==> config.mk <==
export PLATFORM = sky130hd
export DESIGN_NAME = vga_timing_gen
export DESIGN_NICKNAME = d
export VERILOG_FILES = /design/src/rtl/vga_pkg.sv /design/src/rtl/vga_timing_gen_pix_div.sv /design/src/rtl/vga_timing_gen.sv
export SDC_FILE = /design/constraint.sdc
export NUM_CORES = 1
export LEC_CHECK = 0
export CAP_MARGIN = 20
export CELL_PAD_IN_SITES_DETAIL_PLACEMENT = 1
export CELL_PAD_IN_SITES_GLOBAL_PLACEMENT = 1
export CORE_UTILIZATION = 25
export CTS_CLUSTER_SIZE = 24
export DETAILED_ROUTE_END_ITERATION = 10
export PLACE_DENSITY_LB_ADDON = 0.25
export SLEW_MARGIN = 40
export SYNTH_ARGS = -nofsm -noshare
export SYNTH_HDL_FRONTEND = slang
export SYNTH_HIERARCHICAL = 1
export SYNTH_SLANG_ARGS = --single-unit
==> constraint.sdc <==
create_clock -name clk -period 2.7 [get_ports clk]
set_input_delay 0.405 -clock clk [delete_from_list [all_inputs] [get_ports clk]]
set_output_delay 0.405 -clock clk [all_outputs]
set_load 0.005 [all_outputs]
==> src/rtl/vga_pkg.sv <==
// Shared VGA raster constants and pixel types, used by the timing generator
// and by the video generator that drives its rgb input.
package vga_pkg;

   localparam int CNT_W    = 10;

   localparam int H_ACTIVE = 640;
   localparam int H_FP     = 16;
   localparam int H_SYNC   = 96;
   localparam int H_BP     = 48;
   localparam int V_ACTIVE = 480;
   localparam int V_FP     = 10;
   localparam int V_SYNC   = 2;
   localparam int V_BP     = 33;

   localparam int H_TOTAL  = H_ACTIVE + H_FP + H_SYNC + H_BP;
   localparam int V_TOTAL  = V_ACTIVE + V_FP + V_SYNC + V_BP;

   localparam int H_SYNC_START = H_ACTIVE + H_FP;
   localparam int H_SYNC_END   = H_SYNC_START + H_SYNC - 1;
   localparam int V_SYNC_START = V_ACTIVE + V_FP;
   localparam int V_SYNC_END   = V_SYNC_START + V_SYNC - 1;

   typedef logic [23:0] rgb_t;

   function automatic int span_total(int active, int fp, int sync, int bp);
      return active + fp + sync + bp;
   endfunction

endpackage

==> src/rtl/vga_timing_gen_pix_div.sv <==
// Pixel-rate divider: one-clk pix_en per CLK_DIV clocks and a registered,
// glitch-free vga_clk whose falling edge coincides with the pix_en edge.
module pix_div #(
   parameter int CLK_DIV = 2
) (
   input  logic clk,
   input  logic rst,
   output logic pix_en,
   output logic vga_clk
);

   localparam int DW = $clog2(CLK_DIV);
   localparam logic [DW-1:0] DIV_LAST = DW'(CLK_DIV - 1);
   localparam logic [DW-1:0] DIV_HALF = DW'(CLK_DIV / 2);

   logic [DW-1:0] div_cnt;
   logic [DW-1:0] div_next;

   always_comb begin
      div_next = div_cnt + 1'b1;
      if (div_cnt == DIV_LAST) div_next = '0;
   end

   assign pix_en = (div_cnt == DIV_LAST);

   // vga_clk is decoded from the next count so it is a pure register output
   always_ff @(posedge clk or posedge rst) begin
      if (rst) begin
         div_cnt <= '0;
         vga_clk <= 1'b0;
      end else begin
         div_cnt <= div_next;
         vga_clk <= (div_next >= DIV_HALF);
      end
   end

endmodule

==> src/rtl/vga_timing_gen.sv <==
// VGA raster timing: pixel counters, sync/blank decode and a registered
// output stage that keeps colour, sync and blank aligned at the DAC pins.
module vga_timing_gen #(
   parameter int CLK_DIV  = 2,
   parameter int H_ACTIVE = vga_pkg::H_ACTIVE,
   parameter int H_FP     = vga_pkg::H_FP,
   parameter int H_SYNC   = vga_pkg::H_SYNC,
   parameter int H_BP     = vga_pkg::H_BP,
   parameter int V_ACTIVE = vga_pkg::V_ACTIVE,
   parameter int V_FP     = vga_pkg::V_FP,
   parameter int V_SYNC   = vga_pkg::V_SYNC,
   parameter int V_BP     = vga_pkg::V_BP
) (
   input  logic                      clk,
   input  logic                      rst,
   output logic [vga_pkg::CNT_W-1:0] x,
   output logic [vga_pkg::CNT_W-1:0] y,
   input  logic [23:0]               rgb_in,
   output logic [7:0]                r,
   output logic [7:0]                g,
   output logic [7:0]                b,
   output logic                      hsync,
   output logic                      vsync,
   output logic                      blank_n,
   output logic                      sync_n,
   output logic                      vga_clk,
   output logic                      frame_start
);
   import vga_pkg::*;

   localparam int HT = span_total(H_ACTIVE, H_FP, H_SYNC, H_BP);
   localparam int VT = span_total(V_ACTIVE, V_FP, V_SYNC, V_BP);

   localparam logic [CNT_W-1:0] H_LAST   = CNT_W'(HT - 1);
   localparam logic [CNT_W-1:0] V_LAST   = CNT_W'(VT - 1);
   localparam logic [CNT_W-1:0] H_VIS    = CNT_W'(H_ACTIVE);
   localparam logic [CNT_W-1:0] V_VIS    = CNT_W'(V_ACTIVE);
   localparam logic [CNT_W-1:0] HS_FIRST = CNT_W'(H_ACTIVE + H_FP);
   localparam logic [CNT_W-1:0] HS_LAST  = CNT_W'(H_ACTIVE + H_FP + H_SYNC - 1);
   localparam logic [CNT_W-1:0] VS_FIRST = CNT_W'(V_ACTIVE + V_FP);
   localparam logic [CNT_W-1:0] VS_LAST  = CNT_W'(V_ACTIVE + V_FP + V_SYNC - 1);

   logic             pix_en;
   logic [CNT_W-1:0] hcnt;
   logic [CNT_W-1:0] vcnt;
   logic             h_wrap;
   logic             v_wrap;
   logic             hs_c;
   logic             vs_c;
   logic             act_c;
   rgb_t             rgb_q;

   pix_div #(.CLK_DIV(CLK_DIV)) u_pix_div (
      .clk     (clk),
      .rst     (rst),
      .pix_en  (pix_en),
      .vga_clk (vga_clk)
   );

   assign h_wrap = (hcnt == H_LAST);
   assign v_wrap = (vcnt == V_LAST);

   always_ff @(posedge clk or posedge rst) begin
      if (rst) begin
         hcnt <= '0;
         vcnt <= '0;
      end else if (pix_en) begin
         if (h_wrap) begin
            hcnt <= '0;
            vcnt <= v_wrap ? '0 : vcnt + 1'b1;
         end else begin
            hcnt <= hcnt + 1'b1;
         end
      end
   end

   assign x = hcnt;
   assign y = vcnt;

   assign hs_c  = !((hcnt >= HS_FIRST) && (hcnt <= HS_LAST));
   assign vs_c  = !((vcnt >= VS_FIRST) && (vcnt <= VS_LAST));
   assign act_c = (hcnt < H_VIS) && (vcnt < V_VIS);

   // Output stage holds the pixel the counters are leaving: one pixel of latency
   always_ff @(posedge clk or posedge rst) begin
      if (rst) begin
         rgb_q   <= '0;
         hsync   <= 1'b1;
         vsync   <= 1'b1;
         blank_n <= 1'b0;
      end else if (pix_en) begin
         rgb_q   <= act_c ? rgb_t'(rgb_in) : '0;
         hsync   <= hs_c;
         vsync   <= vs_c;
         blank_n <= act_c;
      end
   end

   always_ff @(posedge clk or posedge rst) begin
      if (rst) frame_start <= 1'b0;
      else     frame_start <= pix_en && h_wrap && v_wrap;
   end

   assign r      = rgb_q[23:16];
   assign g      = rgb_q[15:8];
   assign b      = rgb_q[7:0];
   assign sync_n = 1'b0;

endmodule

==> results.ini, run 1 <==
[critical_path]
cp-end-kind=flop
worstSetupStartpointType=flop
cpMostUsedCell=or4_1
r2r_cells=5
r2r-start=x[0]
max_stage_delay_ps=660
path_class=reg2reg
crit_end=y[9]
rr_endpoint=y[9]
rrSetupSlack_ps=500
cpMaxStageDelayCell=or4_1
cp.required_ps=2930
path_cells=ha_1 -> nand4_1 -> or4_1 -> or4_1 -> a21oi_1
path_max_fanout=6
crit_arrival_ps=2430
crit_start=x[0]

[floorplan]
ios=76
die_w_um=93.97
start_util_pct=25.73
die_h_um=93.97
core-area_um2=8217
row_count=33
die_area_um2=8829

[yosys]
synth_edf_count=0
avgSynthCellArea_um2=11.31
synth_common_cells=dfrtp_1 (47), a22o_1 (24), nor2_1 (14), nand2_1 (9), nand4_1 (9)
ys_warn_count=6
synth-main-ff-cell=dfrtp_1
yosysMostFrequentCell=dfrtp_1
postSynth.asyncResetShare_pct=100.0
syn_area_um2=2115
synth_top_area_cell=dfrtp_1
synth_top_cell_area_share_pct=55.62
seq_area_frac_synth_pct=58.11
ys_types=32
syn_inst=187
yosys-top-cells-area=dfrtp_1 (56%), a22o_1 (9.9%), ha_1 (3.0%), xnor2_1 (2.9%), nand4_1 (2.7%)
syn_nets=218
synth_seq_cells=49

[clock_network]
clkSlewWorstSetupHoldPaths_ps=90
clockBufferDepth=2
htree_levels=2
cts_sinks=49
holdBufCountCts=0
cts_root_buf=clkbuf_8
cts_buffers=5
insertion_delay_ps=300
cts.repair.resized=0
cts_tree=yes
cts_setup_buffers=0

[placement]
hpwl_um=3869
gp_congestion=0.8047
port_buffers=74
place_ws_ps=485.0
place_area_um2=2994
placed_cells=361

[final_layout]
diodes=0
areaGrowthSynthToFinish_pct=45.74
drive_gt1_share_pct=6.818
fin_cells=369
final_area_um2=3082
num-nets-final=294

[status]
status=finished clean

[grt]
grt_pass1_wl_um=9094
grt_antenna_before_repair=0
grt_pass1_vias=1787
overflow=0
grt_max_degree=27
grt_usage_pct=13.17

[sta]
setup_tns_ps=0
rsz0062_at_grt=false
fin_skew_ps=5.240
final-setup-viol-count=0
period_needed_ps=2204
period_share_pct=81.64
slew_headroom_pct=64.72
tightest_slew_ps=528.4
drv_slew=0
max_freq_mhz=453.7
hold_violations=0
setup_ws_ps=495.9

[routing]
drtIter0Drc=40
wl_um=5543
drc=0
wire_per_inst_um=15.02
via_per_inst=4.640
first_pass_iters=4
vias=1712
antenna_left=0

[flow_run]
max_cap_viol_count=0

[pwr]
p_leak_nw=1.337
power_mw=1.301
peakVddDrop_v=0.0001680
power_density_nw_per_um2=422.3

[hold_path]
worstHoldPathType=in2async

registers in the layout, summed over array words and instances (netlist names):
name / count
rgb_q: 24
x: 10
y: 10
blank_n: 1
frame_start: 1
hsync: 1
u_pix_div/pix_en: 1
vsync: 1
report_power, final:
part	total (mW)	internal [mW]	switching, mW
clock network	0.429	0.183	0.246
logic	0.111	0.0767	0.0346
registers	0.761	0.752	0.00945
cell families (layout without fill, tap and decap cells):
| group | count (synthesis) | in the layout | synth area share [%] |
|---|---|---|---|
| compound gates | 38 | 38 | 13.61 |
| xor+xnor | 13 | 13 | 5.385 |
| fa+ha+maj | 5 | 5 | 2.959 |
| buf+inv | 19 | 96 | 3.845 |
| flops | 49 | 49 | 58.11 |
| mux | 2 | 2 | 0.9468 |
| other cells | 1 | 1 | 0.1773 |
| simple gates | 60 | 60 | 14.97 |
worst min path at each step:
stage,to,slack (ps)
floorplan,u_pix_div/pix_en,130
detailed placement,blank_n,470
CTS,u_pix_div/pix_en,310
finish,u_pix_div/pix_en,310
global placement,blank_n,460
global route,u_pix_div/pix_en,310
placed cells by master, fill, tap and decap left out, types with 3 or more instances in the layout:
master,count
a21oi_1,5
nand3_1,7
xnor2_1,7
clkdlybuf4s50_1,74
nand4_1,9
or4_1,3
ha_1,5
clkbuf_8,5
nor3_1,5
dfrtp_1,47
nand2_1,9
nor2_1,14
xor2_1,6
buf_4,4
inv_1,7
o21ai_0,6
a22o_1,24
nor4_1,4
layout make-up:
type,instances,area (um^2)
Tap cell,105,131.4
Inverter,9,33.78
Multi-Input combinational cell,119,809.5
Timing Repair Buffer,79,790.8
Fill cell,925,5135
Clock inverter,2,15.01
Clock buffer,6,72.57
Sequential cell,49,1229
worst max-delay path: cells and delay by family, from the launching register on:
kind | cells | cell delay [ps]
compound gates | 1 | 150
fa+ha+maj | 1 | 230
flops | 1 | 460
simple gates | 3 | 1310
metrics by stage:
| stage | hold WS [ps] | util, % |
|---|---|---|
| after floorplan | 133.7 | - |
| after global placement | 462.9 | 36.44 |
| after detailed placement | 469.8 | 36.44 |
| after CTS | 305.2 | 37.51 |
| after global routing | 306.3 | 37.51 |
| final | 308.7 | 37.51 |
routing by layer:
layer,global-route usage (%),up-vias,routed length [um]
met5,0,-,0
met4,2.692,0,19
met3,3.317,2,350
met2,21.05,53,2492
met1,17.99,836,2680
li1,-,821,-
(Power assumes the default switching activity.)
==> inputs of run 2 (changes only) <==
Clock period 2.7 ns to 2.3 ns, I/O delays scaled along.
==> run 2 against run 1 <==
Net effect: fmax is 8.8% higher; worst setup slack worse by 220 ps; first-iteration DRC count is 2.5% lower; largest cell class unchanged; highest routed layer is now met3.
==> results.ini, run 2 (same netlist as run 1, synthesis figures left out) <==
[status]
status=finished clean

[pwr]
power.switching_uw=370.1  ; +28%
p_seq_share_pct=57.2  ; -1.3 points
power_mw=1.564  ; +20%
sw_frac_of_total_pct=23.67  ; +1.4 points
pwr-share-clk_pct=34.6  ; +1.6 points
intPower_mw=1.194  ; +18%
pwr-share-comb_pct=8.3  ; -0.3 points
peakVddDrop_v=0.0002481  ; +48%
power_density_nw_per_um2=502.3  ; +19%
p_leak_nw=1.363  ; +1.9%

[floorplan]
die_area_um2=8829  ; unchanged
start_util_pct=25.73  ; unchanged
ios=76  ; unchanged
row_count=33  ; unchanged
die_w_um=93.97  ; unchanged
core-area_um2=8217  ; unchanged
die_h_um=93.97  ; unchanged

[clock_network]
cts_tree=yes
clockBufferDepth=2  ; unchanged
holdBufCountCts=0  ; unchanged
cts_buffers=5  ; unchanged
cts_root_buf=clkbuf_8
clkSlewWorstSetupHoldPaths_ps=100  ; about the same
insertion_delay_ps=300  ; about the same
cts_sinks=49  ; unchanged
htree_levels=2  ; unchanged
cts_setup_buffers=0  ; unchanged
cts.repair.resized=0  ; unchanged

[critical_path]
path_cells=or3_4 -> or4_1 -> or4_1 -> a21oi_1
path_class=reg2reg
cpMaxStageDelayCell=or4_1
crit_arrival_ps=2260  ; -170 ps
cp-end-kind=flop
path_max_fanout=8  ; +2
max_stage_delay_ps=490  ; -170 ps
cpMostUsedCell=or4_1
crit_family=simple AND/OR/NAND/NOR gates
crit_buf_inv=0  ; unchanged
cp.required_ps=2530  ; -400 ps
worstSetupStartpointType=flop

[final_layout]
layout_common_cells=clkdlybuf4s50_1 (74), dfrtp_1 (47), a22o_1 (24), nor2_1 (14), buf_4 (10)
final_common_cell=clkdlybuf4s50_1
diodes=0  ; unchanged
largest-register=rgb_q
drive_gt1_share_pct=8.922  ; +2.1 points
largest_register_ffs=24  ; unchanged
areaGrowthSynthToFinish_pct=47.22
num-nets-final=299  ; +1.7%

[sta]
hold_ws_ps=225.0  ; -83.69 ps
final-setup-viol-count=0  ; unchanged
hold_violations=0  ; unchanged
tightest_slew_ps=563.7  ; +35.33 ps
drv_slew=0  ; unchanged
fin_skew_ps=8.078  ; +2.838 ps
setup_tns_ps=0  ; unchanged
max_freq_mhz=493.5  ; +8.8%
period_needed_ps=2026  ; -177.9 ps
slew_headroom_pct=62.36  ; -2.4 points
rsz0062_at_grt=false
period_share_pct=88.10  ; +6.5 points

[routing]
wl_um=5679  ; +2.5%
first_pass_iters=4  ; unchanged
drc=0  ; unchanged
vias=1734  ; +1.3%
via_per_inst=4.636  ; about the same
antenna_left=0  ; unchanged
wire_per_inst_um=15.18  ; +1.1%
drtIter0Drc=39  ; -2.5%

[grt]
grt_antenna_before_repair=0  ; unchanged
grt_pass1_wl_um=9315  ; +2.4%
overflow=0  ; unchanged
grt_usage_pct=13.64  ; +0.46 points
grt_pass1_vias=1764  ; -1.3%
grt_max_degree=27  ; unchanged

[flow_run]
max_cap_viol_count=0  ; unchanged

[placement]
hpwl_um=4093  ; +5.8%
port_buffers=74  ; unchanged
gp_congestion=0.7766  ; -3.5%

[hold_path]
worstHoldPathType=in2async

-- run 2: final cells by class --
cell class | count | area [um^2]
Clock buffer | 5 | 68.82
Clock inverter | 3 | 25.02
Fill cell | 924 | 5104
Inverter | 9 | 33.78
Multi-Input combinational cell | 119 | 809.5
Sequential cell | 49 | 1229
Tap cell | 105 | 131.4
Timing Repair Buffer | 84 | 815.8
-- run 2: power by group through the flow --
stage | Sequential [mW] | Clock (mW) | Combinational (mW)
3_3_place_gp | 0.910 | 0 | 0.131
5_1_grt | 0.897 | 0.604 | 0.144
3_5_place_dp | 0.912 | 0 | 0.132
6_report | 0.894 | 0.540 | 0.130
4_1_cts | 0.894 | 0.568 | 0.133
2_1_floorplan | 0.912 | 0 | 0.0322
-- run 2: metal layers --
layer	GRT usage, %	up-vias	routed length (um)
met5	0	-	0
met4	1.923	0	0
met3	3.883	0	296
met2	21.17	54	2551
met1	19.21	853	2831
li1	-	827	-
-- run 2: worst reg2reg max path, stage by stage (launching register included) --
cell	delay, ps
dfrtp_1	480
or3_4	440
or4_1	490
or4_1	410
a21oi_1	150
-- run 2: worst paths after layout --
check	slack, ps	from	end	cells after the start
worst max-delay path	270	x[5]	y[9]	4
worst min-delay path	230	rst	u_pix_div/pix_en	2
worst max register to register	270	x[5]	y[9]	4
worst min register to register	500	blank_n	blank_n	1
max in group asynchronous	1270	rst	rgb_q[15]	3
min in group clk	500	blank_n	blank_n	1
-- run 2: stage by stage --
step	instances	utilization, %	setup slack (ps)	cell area, um^2
2_1_floorplan	187	-	251.4	2115
3_3_place_gp	366	36.74	332.3	3019
3_5_place_dp	366	36.74	275.8	3019
4_1_cts	374	37.89	264.7	3113
5_1_grt	374	37.89	166.2	3113
6_report	374	37.89	273.8	3113
==> inputs of run 3 (changes only) <==
Settings changed: CORE_UTILIZATION 25 to 34, HOLD_SLACK_MARGIN set to 0.03.
==> run 3 against run 2 <==
Net effect: register-to-register slack about the same; critical path depth unchanged; critical endpoint unchanged; cell count shrank 8.0%; clock-buffer cell count grew 1; first-iteration DRC count is 140% higher; non-clock buffer count did not move; via count is 1.2% higher; highest routed layer is now met4.
==> results.ini, run 3 (same netlist as run 1, synthesis figures left out) <==
[status]
status=finished clean

[final_layout]
largest-register=rgb_q
drive_gt1_share_pct=8.550  ; -0.37 points
largest_register_ffs=24  ; unchanged
nFillCells=658  ; -29%
layout_common_cells=clkdlybuf4s50_1 (74), dfrtp_1 (47), a22o_1 (24), nor2_1 (14), buf_4 (10)
num-nets-final=299  ; unchanged
final_area_um2=3093  ; -0.64%
diodes=0  ; unchanged
fin_cells=344  ; -8.0%
areaGrowthSynthToFinish_pct=46.27
final_common_cell=clkdlybuf4s50_1

[placement]
port_buffers=74  ; unchanged
gp_congestion=0.7548  ; -2.8%
place_area_um2=2982  ; -1.2%
placed_cells=336  ; -8.2%
hpwl_um=4011  ; -2.0%

[clock_network]
cts_setup_buffers=0  ; unchanged
clkSlewWorstSetupHoldPaths_ps=90  ; about the same
cts.repair.resized=0  ; unchanged
cts_root_buf=clkbuf_8
insertion_delay_ps=310  ; about the same
holdBufCountCts=0  ; unchanged
clockBufferDepth=2  ; unchanged
cts_sinks=49  ; unchanged
cts_buffers=5  ; unchanged
cts_tree=yes
htree_levels=2  ; unchanged

[grt]
grt_pass1_wl_um=8873  ; -4.7%
grt_max_degree=26  ; -3.7%
grt_usage_pct=18.22  ; +4.6 points
grt_pass1_vias=1788  ; +1.4%
grt_antenna_before_repair=0  ; unchanged
overflow=0  ; unchanged

[pwr]
power.switching_uw=348.3  ; -5.9%
pwr-share-clk_pct=37.8  ; +3.2 points
peakVddDrop_v=0.0003339  ; +35%
pwr-share-comb_pct=7.9  ; -0.4 points
p_leak_nw=1.375  ; +0.85%
intPower_mw=1.298  ; +8.7%
power_density_nw_per_um2=532.2  ; +5.9%
p_seq_share_pct=54.3  ; -2.9 points
sw_frac_of_total_pct=21.16  ; -2.5 points

[sta]
rsz0062_at_grt=false
hold_violations=0  ; unchanged
max_freq_mhz=496.7  ; +0.64%
fin_skew_ps=5.891  ; -2.187 ps
period_needed_ps=2013  ; -12.87 ps
final-setup-viol-count=0  ; unchanged
period_share_pct=87.54  ; -0.56 points
setup_tns_ps=0  ; unchanged
drv_slew=0  ; unchanged

[floorplan]
start_util_pct=35.50  ; +9.8 points
die_w_um=80.86  ; -14%
row_count=28  ; -15%
core-area_um2=5956  ; -28%
die_area_um2=6538  ; -26%
ios=76  ; unchanged
die_h_um=80.86  ; -14%

[critical_path]
cp-end-kind=flop
path_class=reg2reg
worstSetupStartpointType=flop
cp.required_ps=2540  ; about the same
crit_arrival_ps=2250  ; about the same
path_max_fanout=8  ; unchanged

[flow_run]
max_cap_viol_count=0  ; unchanged

[routing]
wl_um=5562  ; -2.1%
drc=0  ; unchanged
drtIter0Drc=94  ; +140%
vias=1754  ; +1.2%
via_per_inst=5.099  ; +10%
first_pass_iters=4  ; unchanged
antenna_left=0  ; unchanged
wire_per_inst_um=16.17  ; +6.5%

[hold_path]
worstHoldPathType=in2async

run 3: cell types whose count changed in the layout (fill, tap and decap cells not counted), sizes merged:
cell      before  now
inv           10    8
clkbuf         5    6
clkinv         1    2
clkinvlp       1    0
bufinv         0    1
run 3: power by group through the flow:
stage / combinational, mW / sequential (mW) / clock (mW)
after floorplan: 0.0322 / 0.912 / 0
after global placement: 0.131 / 0.910 / 0
after detailed placement: 0.133 / 0.911 / 0
after CTS: 0.134 / 0.894 / 0.646
after global routing: 0.143 / 0.897 / 0.679
final: 0.130 / 0.894 / 0.623
run 3: through the flow:
step	utilization, %	power (mW)	setup WS [ps]	hold slack (ps)
final	51.93	1.646	286.6	225.2
after global placement	50.06	1.041	328.6	463.6
after detailed placement	50.06	1.044	291.0	486.4
after CTS	51.93	1.673	280.1	225.5
after floorplan	-	0.9446	251.4	73.71
after global routing	51.93	1.718	207.9	223.7
run 3: area by class of cell:
cell class	instances	area, um^2	share of cell area [%]
clock buffers	6	72.57	2.346
clock inverters	2	38.79	1.254
inverters	9	33.78	1.092
multi-input cells	119	809.5	26.17
flip-flops and latches	49	1229	39.72
well taps	75	93.84	3.034
repair buffers	84	815.8	26.38
run 3: final timing paths:
| path | start | to | slack [ps] | depth (start not counted) |
|---|---|---|---|---|
| worst min register to register | hsync | hsync | 490 | 2 |
| worst max-delay path | x[5] | y[9] | 290 | 4 |
| worst max register to register | x[5] | y[9] | 290 | 4 |
| worst min-delay path | rst | u_pix_div/pix_en | 230 | 2 |
| min in group clk | hsync | hsync | 490 | 2 |
| max in group asynchronous | rst | vsync | 1320 | 3 |
run 3: routing by layer:
| metal | vias up | share of wire [%] | GRT usage [%] |
|---|---|---|---|
| met5 | - | 0 | 0 |
| li1 | 830 | - | - |
| met2 | 46 | 46 | 29.16 |
| met1 | 873 | 47 | 23.13 |
| met3 | 5 | 6.3 | 6.404 |
| met4 | 0 | 1.1 | 5.357 |
run 3: worst max-delay path: stages, from the launching register on:
cell and delay [ps]:
dfrtp_1 470, or3_4 430, or4_1 490, or4_1 400, a21oi_1 140
==> RTL edit (flow settings as in run 2) <==
Remove the register `frame_start`: a continuous assignment takes its place, so the output `frame_start` follows one clock earlier.
--- a/src/rtl/vga_timing_gen.sv
+++ b/src/rtl/vga_timing_gen.sv
@@ -96,10 +96,7 @@
       end
    end
 
-   always_ff @(posedge clk or posedge rst) begin
-      if (rst) frame_start <= 1'b0;
-      else     frame_start <= pix_en && h_wrap && v_wrap;
-   end
+   assign frame_start = pix_en && h_wrap && v_wrap;
 
    assign r      = rgb_q[23:16];
    assign g      = rgb_q[15:8];
Check against the original RTL: same outputs for any inputs over 10 cycles, from zero or initial values and one cycle with rst high; that may be too few to reach the edited logic, so the function may still have changed.
==> RTL edit against run 2 <==
Utilization rose by 3.3 points. Routed wire length up 1.8%. Via count is 2.9% higher. Count of clock-buffer cells in the layout increased by 1. Worst setup slack got worse by 0.17 ns. Non-clock buffer count grew 15. Final area up 4.4%. Sequential cell count decreased by 1. Sequential power is 2% lower. Power up 5.4%. Synthesized area shrank 1.2%. Critical path type is now register to output pin. Critical endpoint is now frame_start.
==> RTL edit: results (changes against run 2) <==
| Metric | Value |
|---|---|
| Power Density | 507 nW/um^2 (+0.96%) |
| Clk_lat worst skew | 0.29 ns |
| Vias | 1784 (+2.9%) |
| Total CTS buffers | 5 (unchanged) |
| M1 WL | 2800 um (-1.2%) |
| Status | finished, final reports clean |
| DRT iter0 DRCs | 12 (-69%) |
| Root buffer cell | clkbuf_8 |
| Synth cell count leaders | dfrtp_1, a22o_1, nor2_1 |
| Avg WL per Cell | 15.0 um (-1.1%) |
| Avg Synthesized Cell Area | 11.2 sq um (-0.65%) |
| Worst-case clock skew | 0.00441 ns (-0.00367 ns) |
| Layout cells sized above 1 | 14.8% (+5.9 points) |
| Routability congestion estimate | 0.778 (+0.23%) |
| Delay-heaviest family, CP | simple AND/OR/NAND/NOR gates |
| Hpwl dp | 4240 um (+3.7%) |
| Largest net degree at the start of global routing | 26 (-3.7%) |
| Number of flip-flops under the largest register name | 24 (unchanged) |
| Worst-case clock buffer depth | 2 (unchanged) |
| I/O Buffers | 74 (unchanged) |
| Met2 wire length | 2710 um (+6.0%) |
| Pre-CTS setup slack | 0.0760 ns (-0.200 ns) |
| Synth top area share | 55.1% (-0.53 points) |
| Met3 WL | 257 um (-13%) |
| Peak VDD IR | 198 uV (-20%) |
| Top routing layer in use | met4 |
| Sw Pwr | 0.000337 W (-8.8%) |
| Dpl cell area | 3100 sq um (+2.7%) |
| Diodes inserted | 0 (unchanged) |
| Initial antenna violation count | 0 (unchanged) |
| Total power | 0.00165 W (+5.4%) |
| # H-tree levels | 2 (unchanged) |
| Layout Cells excl Fill | 385 (+2.9%) |
| Sequential area share after synthesis | 57.6% (-0.50 points) |
| Hold crit path type | input port to async pin |
| First-pass GRT wire length | 9500 um (+2.0%) |
| Synth area leaders | dfrtp_1, a22o_1, ha_1 |
| Placed cells | 375 (+2.5%) |
| Leak | 1.45 nW (+6.5%) |
| # fillers | 898 (-2.8%) |
| Reg clk slew, reported paths | 0.09 ns |
| Final #Nets | 313 (+4.7%) |
| Worst Path Max Fanout | 2 (-6) |
| First-pass DRT Iterations | 3 (-1) |
| Total GRT Usage | 14.0% (+0.33 points) |
| CP peak stage delay | 0.52 ns (+0.03 ns) |
| Max-slew headroom | 64.3% (+1.9 points) |
| Synth Net Count | 217 (-0.46%) |
| YS warnings | 6 (unchanged) |
| Clk power | 0.000641 W (+19%) |
| Ys async rst share | 100% (unchanged) |
| Flop pwr share | 53.1% (-4.1 points) |
| Most flops, register | rgb_q |
| Slowest CP cell | or4_4 |
-- RTL edit: changes by cell type after synthesis --
cell,run 2,this run
dfrtp_1,47,46
-- RTL edit: metal layers --
| layer | track usage, % | up-vias |
|---|---|---|
| met5 | 0 | - |
| met4 | 2.69 | 0 |
| met3 | 2.68 | 2 |
| met2 | 22.2 | 57 |
| met1 | 19.8 | 871 |
| li1 | - | 854 |
-- RTL edit: timing repair --
item | in CTS | in global routing
setup endpoints to repair | 1 | 1
setup buffers | 1 | 1
cloned | 0 | 0
pin swaps | 2 | 1
gates resized for setup | 4 | 2
-- RTL edit: worst paths after layout --
path / end / depth (start not counted) / slack (ns) / from
worst min register to register: blank_n / 1 / 0.48 / blank_n
min in group clk: blank_n / 1 / 0.48 / blank_n
worst max-delay path: frame_start / 6 / 0.10 / y[0]
worst max register to register: y[9] / 4 / 0.18 / x[5]
worst min-delay path: u_pix_div/pix_en / 2 / 0.23 / rst
max in group asynchronous: blank_n / 3 / 1.36 / rst
-- RTL edit: logic make-up after synthesis --
| group | Yosys count | synth area share [%] |
|---|---|---|
| multiplexers | 2 | 0.958 |
| AND/OR/NAND/NOR | 60 | 15.1 |
| adder cells (fa/ha/maj) | 5 | 2.99 |
| flip-flops | 48 | 57.6 |
| buffers and inverters | 19 | 3.89 |
| AO/OA/AOI/OAI | 38 | 13.8 |
| XOR/XNOR | 13 | 5.45 |
| other | 1 | 0.179 |
-- RTL edit: area by class of cell --
type | instances | area share, %
Clock buffer | 6 | 2.54
Inverter | 9 | 1.04
Clock inverter | 2 | 1.19
Timing Repair Buffer | 99 | 29.0
Sequential cell | 48 | 37.1
Tap cell | 102 | 3.93
Multi-Input combinational cell | 119 | 25.3
